`config.mk`:
```
export PLATFORM = sky130hd
export DESIGN_NAME = dtack_generator_flat
export DESIGN_NICKNAME = d
export VERILOG_FILES = /design/src/rtl/dtack_generator_if.sv /design/src/rtl/dtack_generator.sv /design/src/flat_wrapper.sv
export SDC_FILE = /design/constraint.sdc
export NUM_CORES = 1
export LEC_CHECK = 0
export ABC_AREA = 0
export CAP_MARGIN = 20
export CORE_MARGIN = 2
export CORE_UTILIZATION = 40
export CTS_CLUSTER_DIAMETER = 200
export DETAILED_ROUTE_END_ITERATION = 8
export GPL_TIMING_DRIVEN = 0
export PLACE_DENSITY_LB_ADDON = 0.1
export SLEW_MARGIN = 20
export SYNTH_ARGS = -nofsm -noshare
export SYNTH_HDL_FRONTEND = slang
export SYNTH_SLANG_ARGS = --single-unit
```
`constraint.sdc`:
```
create_clock -name clk -period 2.5 [get_ports clk]
set_input_delay 0.625 -clock clk [delete_from_list [all_inputs] [get_ports clk]]
set_output_delay 0.625 -clock clk [all_outputs]
set_load 0.01 [all_outputs]
```
`src/rtl/dtack_generator_if.sv`:
```
// rtl/dtack_generator_if.sv - bus-cycle signals between the address decoder, CPU strobes and the DTACK# stage
interface dtack_generator_if;
    logic as_n;
    logic ram_sel_n;
    logic rom_sel_n;
    logic pit_sel_n;
    logic uart_sel_n;
    logic vdp_sel_n;
    logic vdp_wait_n;
    logic dtack_n;
    logic busy;
    logic decode_err;

    modport master (
        output as_n, ram_sel_n, rom_sel_n, pit_sel_n, uart_sel_n, vdp_sel_n, vdp_wait_n,
        input  dtack_n, busy, decode_err
    );

    modport slave (
        input  as_n, ram_sel_n, rom_sel_n, pit_sel_n, uart_sel_n, vdp_sel_n, vdp_wait_n,
        output dtack_n, busy, decode_err
    );
endinterface

```
`src/rtl/dtack_generator.sv`:
```
// rtl/dtack_generator.sv - registered DTACK# with per-region wait states, VDP wait stretching and abort
module dtack_generator #(
    parameter int unsigned RAM_WS  = 0,
    parameter int unsigned ROM_WS  = 2,
    parameter int unsigned PIT_WS  = 3,
    parameter int unsigned UART_WS = 3,
    parameter int unsigned VDP_WS  = 1,
    parameter int unsigned CNT_W   = 4
) (
    input  logic               clk,
    input  logic               reset,
    dtack_generator_if.slave   bus
);

    typedef logic [CNT_W-1:0] cnt_t;
    typedef enum logic [1:0] {IDLE, COUNT, VWAIT, ACK} state_t;

    state_t state_q, state_d;
    cnt_t   cnt_q, cnt_d;
    logic   vdp_q, vdp_d;
    logic   dtack_n_q, dtack_n_d;
    logic   busy_q, busy_d;
    logic   decode_err_q, decode_err_d;

    logic [4:0] sel_low;
    logic       sel_multi;
    logic       pick_vdp;
    cnt_t       pick_ws;

    assign sel_low   = {~bus.ram_sel_n, ~bus.rom_sel_n, ~bus.pit_sel_n,
                        ~bus.uart_sel_n, ~bus.vdp_sel_n};
    assign sel_multi = (sel_low & (sel_low - 5'd1)) != 5'd0;

    // Region priority RAM > ROM > PIT > UART > VDP decides the wait count.
    always_comb begin
        pick_vdp = 1'b0;
        pick_ws  = cnt_t'(VDP_WS);
        if (sel_low[4])      pick_ws = cnt_t'(RAM_WS);
        else if (sel_low[3]) pick_ws = cnt_t'(ROM_WS);
        else if (sel_low[2]) pick_ws = cnt_t'(PIT_WS);
        else if (sel_low[1]) pick_ws = cnt_t'(UART_WS);
        else                 pick_vdp = 1'b1;
    end

    always_comb begin
        state_d      = state_q;
        cnt_d        = cnt_q;
        vdp_d        = vdp_q;
        decode_err_d = 1'b0;
        unique case (state_q)
            IDLE: begin
                if (!bus.as_n && (sel_low != 5'd0)) begin
                    decode_err_d = sel_multi;
                    vdp_d        = pick_vdp;
                    cnt_d        = pick_ws;
                    if (pick_ws != cnt_t'(0))          state_d = COUNT;
                    else if (!pick_vdp || bus.vdp_wait_n) state_d = ACK;
                    else                                  state_d = VWAIT;
                end
            end
            COUNT: begin
                if (bus.as_n) begin
                    state_d = IDLE;
                end else begin
                    cnt_d = cnt_q - cnt_t'(1);
                    if (cnt_q == cnt_t'(1))
                        state_d = (!vdp_q || bus.vdp_wait_n) ? ACK : VWAIT;
                end
            end
            VWAIT: begin
                if (bus.as_n)            state_d = IDLE;
                else if (bus.vdp_wait_n) state_d = ACK;
            end
            ACK: begin
                if (bus.as_n) state_d = IDLE;
            end
            default: state_d = IDLE;
        endcase
        dtack_n_d = (state_d != ACK);
        busy_d    = (state_d != IDLE);
    end

    always_ff @(posedge clk or posedge reset) begin
        if (reset) begin
            state_q      <= IDLE;
            cnt_q        <= '0;
            vdp_q        <= 1'b0;
            dtack_n_q    <= 1'b1;
            busy_q       <= 1'b0;
            decode_err_q <= 1'b0;
        end else begin
            state_q      <= state_d;
            cnt_q        <= cnt_d;
            vdp_q        <= vdp_d;
            dtack_n_q    <= dtack_n_d;
            busy_q       <= busy_d;
            decode_err_q <= decode_err_d;
        end
    end

    assign bus.dtack_n    = dtack_n_q;
    assign bus.busy       = busy_q;
    assign bus.decode_err = decode_err_q;

endmodule

```
`src/flat_wrapper.sv`:
```
// flat-port wrapper written by rule: the top's interface ports become plain ports
module dtack_generator_flat 
#(
    parameter int unsigned RAM_WS  = 0,
    parameter int unsigned ROM_WS  = 2,
    parameter int unsigned PIT_WS  = 3,
    parameter int unsigned UART_WS = 3,
    parameter int unsigned VDP_WS  = 1,
    parameter int unsigned CNT_W   = 4
)
  (clk, reset, bus_as_n, bus_ram_sel_n, bus_rom_sel_n, bus_pit_sel_n, bus_uart_sel_n, bus_vdp_sel_n, bus_vdp_wait_n, bus_dtack_n, bus_busy, bus_decode_err);
  dtack_generator_if bus_i ();
  input  logic clk;
  input  logic reset;
  input wire logic [$bits(bus_i.as_n)-1:0] bus_as_n;
  input wire logic [$bits(bus_i.ram_sel_n)-1:0] bus_ram_sel_n;
  input wire logic [$bits(bus_i.rom_sel_n)-1:0] bus_rom_sel_n;
  input wire logic [$bits(bus_i.pit_sel_n)-1:0] bus_pit_sel_n;
  input wire logic [$bits(bus_i.uart_sel_n)-1:0] bus_uart_sel_n;
  input wire logic [$bits(bus_i.vdp_sel_n)-1:0] bus_vdp_sel_n;
  input wire logic [$bits(bus_i.vdp_wait_n)-1:0] bus_vdp_wait_n;
  output wire logic [$bits(bus_i.dtack_n)-1:0] bus_dtack_n;
  output wire logic [$bits(bus_i.busy)-1:0] bus_busy;
  output wire logic [$bits(bus_i.decode_err)-1:0] bus_decode_err;
  assign bus_i.as_n = bus_as_n;
  assign bus_i.ram_sel_n = bus_ram_sel_n;
  assign bus_i.rom_sel_n = bus_rom_sel_n;
  assign bus_i.pit_sel_n = bus_pit_sel_n;
  assign bus_i.uart_sel_n = bus_uart_sel_n;
  assign bus_i.vdp_sel_n = bus_vdp_sel_n;
  assign bus_i.vdp_wait_n = bus_vdp_wait_n;
  assign bus_dtack_n = bus_i.dtack_n;
  assign bus_busy = bus_i.busy;
  assign bus_decode_err = bus_i.decode_err;
  dtack_generator #(.RAM_WS(RAM_WS), .ROM_WS(ROM_WS), .PIT_WS(PIT_WS), .UART_WS(UART_WS), .VDP_WS(VDP_WS), .CNT_W(CNT_W)) u_core (.clk(clk), .reset(reset), .bus(bus_i));
endmodule
```
* Word-level counts from Yosys, hierarchy flattened
Cells that the tools add are included.
** Storage, ports and cells
- Register bits :: 10
- Input port bits :: 9
- Output and inout bits :: 3
- Word-level logic and storage cells :: 58
** Operators by class
- $add $sub $neg :: 2
- Equal/unequal tests :: 7
- Muxes and demuxes :: 23
- Bitwise operators :: 6
- Reduce and logical (&&, ||, !) cells :: 14
** Operators with widths (count)
- 2-to-1 mux 4 bit :: 5
- 2-to-1 mux 2 bit :: 8
- nonzero test 5 bit :: 2
- 2-to-1 mux 1 bit :: 8
- case mux 2 bit (4 select lines) :: 1
- case mux 4 bit (2 select lines) :: 1
- bitwise AND 5 bit :: 1
- NOT 1 bit :: 5
- subtractor 5 x 1 -> 5 bit (second input constant) :: 1
- == test 2 bit (second input constant) :: 2
- == test 4 x 1 -> 1 bit (second input constant) :: 1
- inequality test 2 bit (second input constant) :: 2
- nonzero test 2 bit :: 2
- nonzero test 4 bit :: 1
- subtractor 4 x 1 -> 4 bit (second input constant) :: 1
- zero test 1 bit :: 3
- AND reduction 3 bit :: 1
- == test 2 x 1 -> 1 bit (second input constant) :: 1
- zero test 2 bit :: 1
- logical OR 1 bit :: 2
- inequality test 2 x 1 -> 1 bit (second input constant) :: 1
- AND reduction 2 bit :: 1
- logical AND 1 bit :: 1

* Logic depth before layout (Yosys ltp)
- Depth after elaboration :: 11
- Gate-level depth with buffers :: 5
- Mapped depth without buffers :: 5

* Worst setup path after synthesis
Ideal clock, no wire load.
- Path type :: input-to-reg
- From :: input port bus_vdp_sel_n
- To :: register u_core.busy_q, in the netlist u_core.bus.busy
- Setup time :: 0.124 ns
- Data arrival time :: 1.266 ns
- Required time :: 2.376 ns
- Slack :: 1.110 ns
- Stages :: 3
- Buffers on the path :: 0
- Cells stage by stage :: and3_1 -> a22oi_1 -> o31a_1
** Between the ends
- Cells in the longest elaborated chain, start to end :: 6
** Ends and longest elaborated chain
- start: declaration :: line flat_wrapper.sv:20 : input wire logic [$bits(bus_i.vdp_sel_n)-1:0] bus_vdp_sel_n;
- NOT 1 bit :: line dtack_generator.sv:31 : ~bus.uart_sel_n, ~bus.vdp_sel_n};
- nonzero test 5 bit :: line dtack_generator.sv:52 : if (!bus.as_n && (sel_low != 5'd0)) begin
- logical AND 1 bit :: line dtack_generator.sv:52
- 2-to-1 mux 2 bit :: line dtack_generator.sv:52
- case mux 2 bit (4 select lines) :: line dtack_generator.sv:50 : unique case (state_q)
- nonzero test 2 bit :: line dtack_generator.sv:80 : busy_d = (state_d != IDLE);
- via u_core.busy_d :: line dtack_generator.sv:22 : logic busy_q, busy_d;
- end signal: assignment :: line dtack_generator.sv:96 : busy_q <= busy_d;
- end: declaration :: line dtack_generator.sv:22
The timed path passes the listed nets, and every way through them passes these cells.
A chain may end at the register's enable or synchronous reset.

* Worst setup path in the final report
- From :: register u_core.dtack_n_q, in the netlist u_core.bus.dtack_n
- To :: output port bus_dtack_n
** RTL lines
- start: declaration :: line dtack_generator.sv:21 : logic dtack_n_q, dtack_n_d;
- start signal: assignment :: line dtack_generator.sv:95 : dtack_n_q <= dtack_n_d;
- end: declaration :: line flat_wrapper.sv:22 : output wire logic [$bits(bus_i.dtack_n)-1:0] bus_dtack_n;
No word-level cell between the ends.

==> results.py <==
metrics = {
    "run_status": {
        "run_status": "finished, final reports clean",
    },
    "floorplanning": {
        "die_width_um": 42.6,
        "core_area_mm2": 0.00135,
        "floorplan.initialDensity": 0.441,
        "num_io_pins": 12,
        "die-area_mm2": 0.00181,
        "fp.dieH_um": 42.6,
        "std_cell_rows": 13,
    },
    "cts": {
        "postCtsSetupBuffers": 0,
        "cts.clk_slew.worst_paths_ns": 0.07,
        "cts.root.buffer_cell": "sky130_fd_sc_hd__clkbuf_4",
        "ctsHtreeMaxLevel": 1,
        "cts-buffers-inserted": 3,
        "worst_skew_pair.late_latency_ns": 0.27,
        "cts_buffer_depth": 2,
        "cts.hold.buffers_added": 0,
        "ctsResizeCount": 0,
        "clock_sinks": 10,
        "tritoncts": "yes",
    },
    "grt": {
        "groute.usage.overall": 0.159,
        "grt_antenna_before_repair": 0,
        "overflow": 0,
        "grt_pass1_vias": 487,
        "largest_net_degree_at_the_start_of_global_routing": 11,
        "grt_first_pass_wirelength_um": 2150,
    },
    "setup_path": {
        "critical_path.reg2reg.endpoint": "u_core.bus.busy$_DFF_PP0_",
        "worst-r2r-cell-count": 5,
        "timing.critical_path.fanout_max": 1,
        "critical_path.slowest_cell": "sky130_fd_sc_hd__dfstp_2",
        "cp-startpoint": "u_core.bus.dtack_n$_DFF_PP1_",
        "regToRegStartpoint": "u_core.cnt_q[1]$_DFFE_PP0P_",
        "cp_slowest_stage_delay_ns": 0.52,
        "setup.worst_path.class": "flip-flop to primary output",
        "cp.arrival_ns": 1.31,
        "worst_path_dominant_cell_family": "flip-flops",
        "critPathCaptureType": "primary output",
        "critical_path.startpoint_type": "flip-flop",
        "reg2reg_slack_ns": 1.00,
        "required_ns": 1.88,
        "cp_cell_sequence": "clkdlybuf4s50_1",
        "timing.critical_path.buf_inv": 1,
    },
    "min_path": {
        "min_path_type": "flip-flop to flip-flop",
        "start_point_of_the_worst_min_delay_path": "u_core.vdp_q$_DFFE_PP0P_",
        "holdPathEnd": "u_core.vdp_q$_DFFE_PP0P_",
        "worstHoldPathCells": 2,
    },
    "pwr": {
        "total_leakage_power_nw": 0.332,
        "switching_share": 0.327,
        "p_per_area_mw_per_mm2": 754,
        "comb_power_share": 0.301,
        "fin_total_pwr_mw": 0.566,
        "worst_ir_drop_vdd_v": 0.000397,
        "clockPowerShare": 0.271,
        "netSwitchingPower_mw": 0.185,
        "power.internal_mw": 0.381,
        "power_frac_seq": 0.427,
    },
    "logic_synthesis": {
        "async_sr_flop_fraction": 1.00,
        "synth_top_cell_area_share": 0.378,
        "synth_fp_nets": 73,
        "synth_flop_cell": "sky130_fd_sc_hd__dfrtp_1",
        "ys_top_cells_by_count": "sky130_fd_sc_hd__dfrtp_1 (9), sky130_fd_sc_hd__inv_1 (9), sky130_fd_sc_hd__a21oi_1 (4)",
        "syn_area_um2": 596,
        "synth-edff-count": 0,
        "synth_cell_type_count": 28,
        "synth_largest_area_cell": "sky130_fd_sc_hd__dfrtp_1",
        "synth.yosys.warnings": 0,
        "number_of_instances_in_the_synthesized_netlist": 62,
        "share_of_synthesized_area_occupied_by_flip_flops_and_latches": 0.422,
        "post_syn_area_per_cell_um2": 9.61,
        "yosys-top-cells-area": "sky130_fd_sc_hd__dfrtp_1 (38%), sky130_fd_sc_hd__inv_1 (5.7%), sky130_fd_sc_hd__dfstp_2 (4.4%), sky130_fd_sc_hd__ha_1 (4.2%), sky130_fd_sc_hd__nor3b_1 (3.8%)",
        "synth.ff_latch_count": 10,
    },
    "sta": {
        "rsz0062_at_grt": "no",
        "final.period_utilization": 0.774,
        "layout_min_cycle_time_ns": 1.93,
        "worst_tran_pin_value_ns": 0.464,
        "clock.fmax_ghz": 0.517,
        "final.setup.tns_ns": 0,
        "timing_max_transition_violations_final": 0,
        "slew_headroom": 0.691,
        "report.final.setup_viol": 0,
        "worst_clock_skew_ns": 0.00201,
        "hold_viol": 0,
    },
    "finish": {
        "finish.instance_area_um2": 751,
        "n_antenna_cell": 0,
        "finalNetCount": 88,
        "area.growth.synth_to_final_pct": 26.1,
        "layout_utilization": 0.556,
        "post_route_cells_drive_above_1_share": 0.118,
    },
    "route": {
        "viasPerCell": 5.53,
        "first_pass_iters": 4,
        "via_count": 503,
        "drtIter0Drc": 9,
        "route.antenna.remaining_nets": 0,
        "route.final.wire_length_um": 1230,
        "remaining_drc_errors": 0,
        "wl_per_cell_um": 13.5,
    },
    "place": {
        "dpl.hpwl_um": 896,
        "placed_area_um2": 714,
        "placement.io_buffers": 10,
        "routabilityCongestion": 0.760,
    },
    "run": {
        "cap_violations": 0,
    },
}
## worst max path at each step
stage | cells after the start | to
detailed placement | 4 | u_core.bus.busy$_DFF_PP0_
global route | 1 | bus_dtack_n
finish | 1 | bus_dtack_n
CTS | 1 | bus_dtack_n
global placement | 4 | u_core.bus.busy$_DFF_PP0_
floorplan | 3 | u_core.bus.busy$_DFF_PP0_
## kinds of logic (layout without fill, tap and decap cells)
family	count (synthesis)	in the layout	share of synthesized area
compound gates	18	18	0.225
flops	10	10	0.422
mux	2	2	0.0336
simple gates	18	18	0.191
fa+ha+maj	3	3	0.0588
buf+inv	11	25	0.0693
## layout by cell type, fill, tap and decap left out, drive strengths merged, types with 2 or more instances in the layout
cell type and n:
clkdlybuf4s50 10, inv 9, dfrtp 9, clkbuf 6, a21oi 4, o21a 3
nor3b 3, nor3 3, and3 2, and3b 2, nor2 2, a31oi 2
nand3 2, mux2i 2, o22ai 2, ha 2
## stage by stage
step | hold slack [ns] | setup WS, ns | cells
floorplan | 0.464 | 1.11 | 62
global placement | 0.513 | 0.458 | 87
detailed placement | 0.532 | 0.463 | 87
CTS | 0.552 | 0.560 | 91
global route | 0.583 | 0.546 | 91
finish | 0.538 | 0.565 | 91
## power by group through the flow
stage	clock network [mW]	registers [mW]	logic, mW
floorplan	0	0.236	0.125
global placement	0	0.244	0.171
detailed placement	0	0.245	0.172
CTS	0.155	0.243	0.173
global route	0.157	0.250	0.196
finish	0.154	0.242	0.170
## metal layers
layer	GRT usage	part of all wire
met1	0.202	0.49
met2	0.249	0.46
met3	0.0302	0.036
met4	0.0938	0.015
met5	0	0
## sequential cells by signal (all words and copies together) (netlist names)
register               cells
u_core.state_q             2
u_core.bus.dtack_n         1
u_core.cnt_q               4
u_core.bus.decode_err      1
u_core.vdp_q               1
u_core.bus.busy            1
## worst register-to-register path: cells and delay by family, from the launching register on
kind | cells | cell delay (ns)
compound gates | 2 | 0.47
flops | 1 | 0.39
simple gates | 1 | 0.28
fa+ha+maj | 1 | 0.14
buf+inv | 1 | 0.10
## layout make-up
| type | instances | area [um^2] |
|---|---|---|
| multi-input combinational | 41 | 303 |
| sequential | 10 | 251 |
| buffer | 2 | 7.51 |
| clock buffer | 4 | 36.3 |
| inverter | 9 | 33.8 |
| tap | 15 | 18.8 |
| timing repair buffer | 10 | 100 |
| fill | 122 | 599 |
Note: power is estimated with default switching activity, not from simulation.
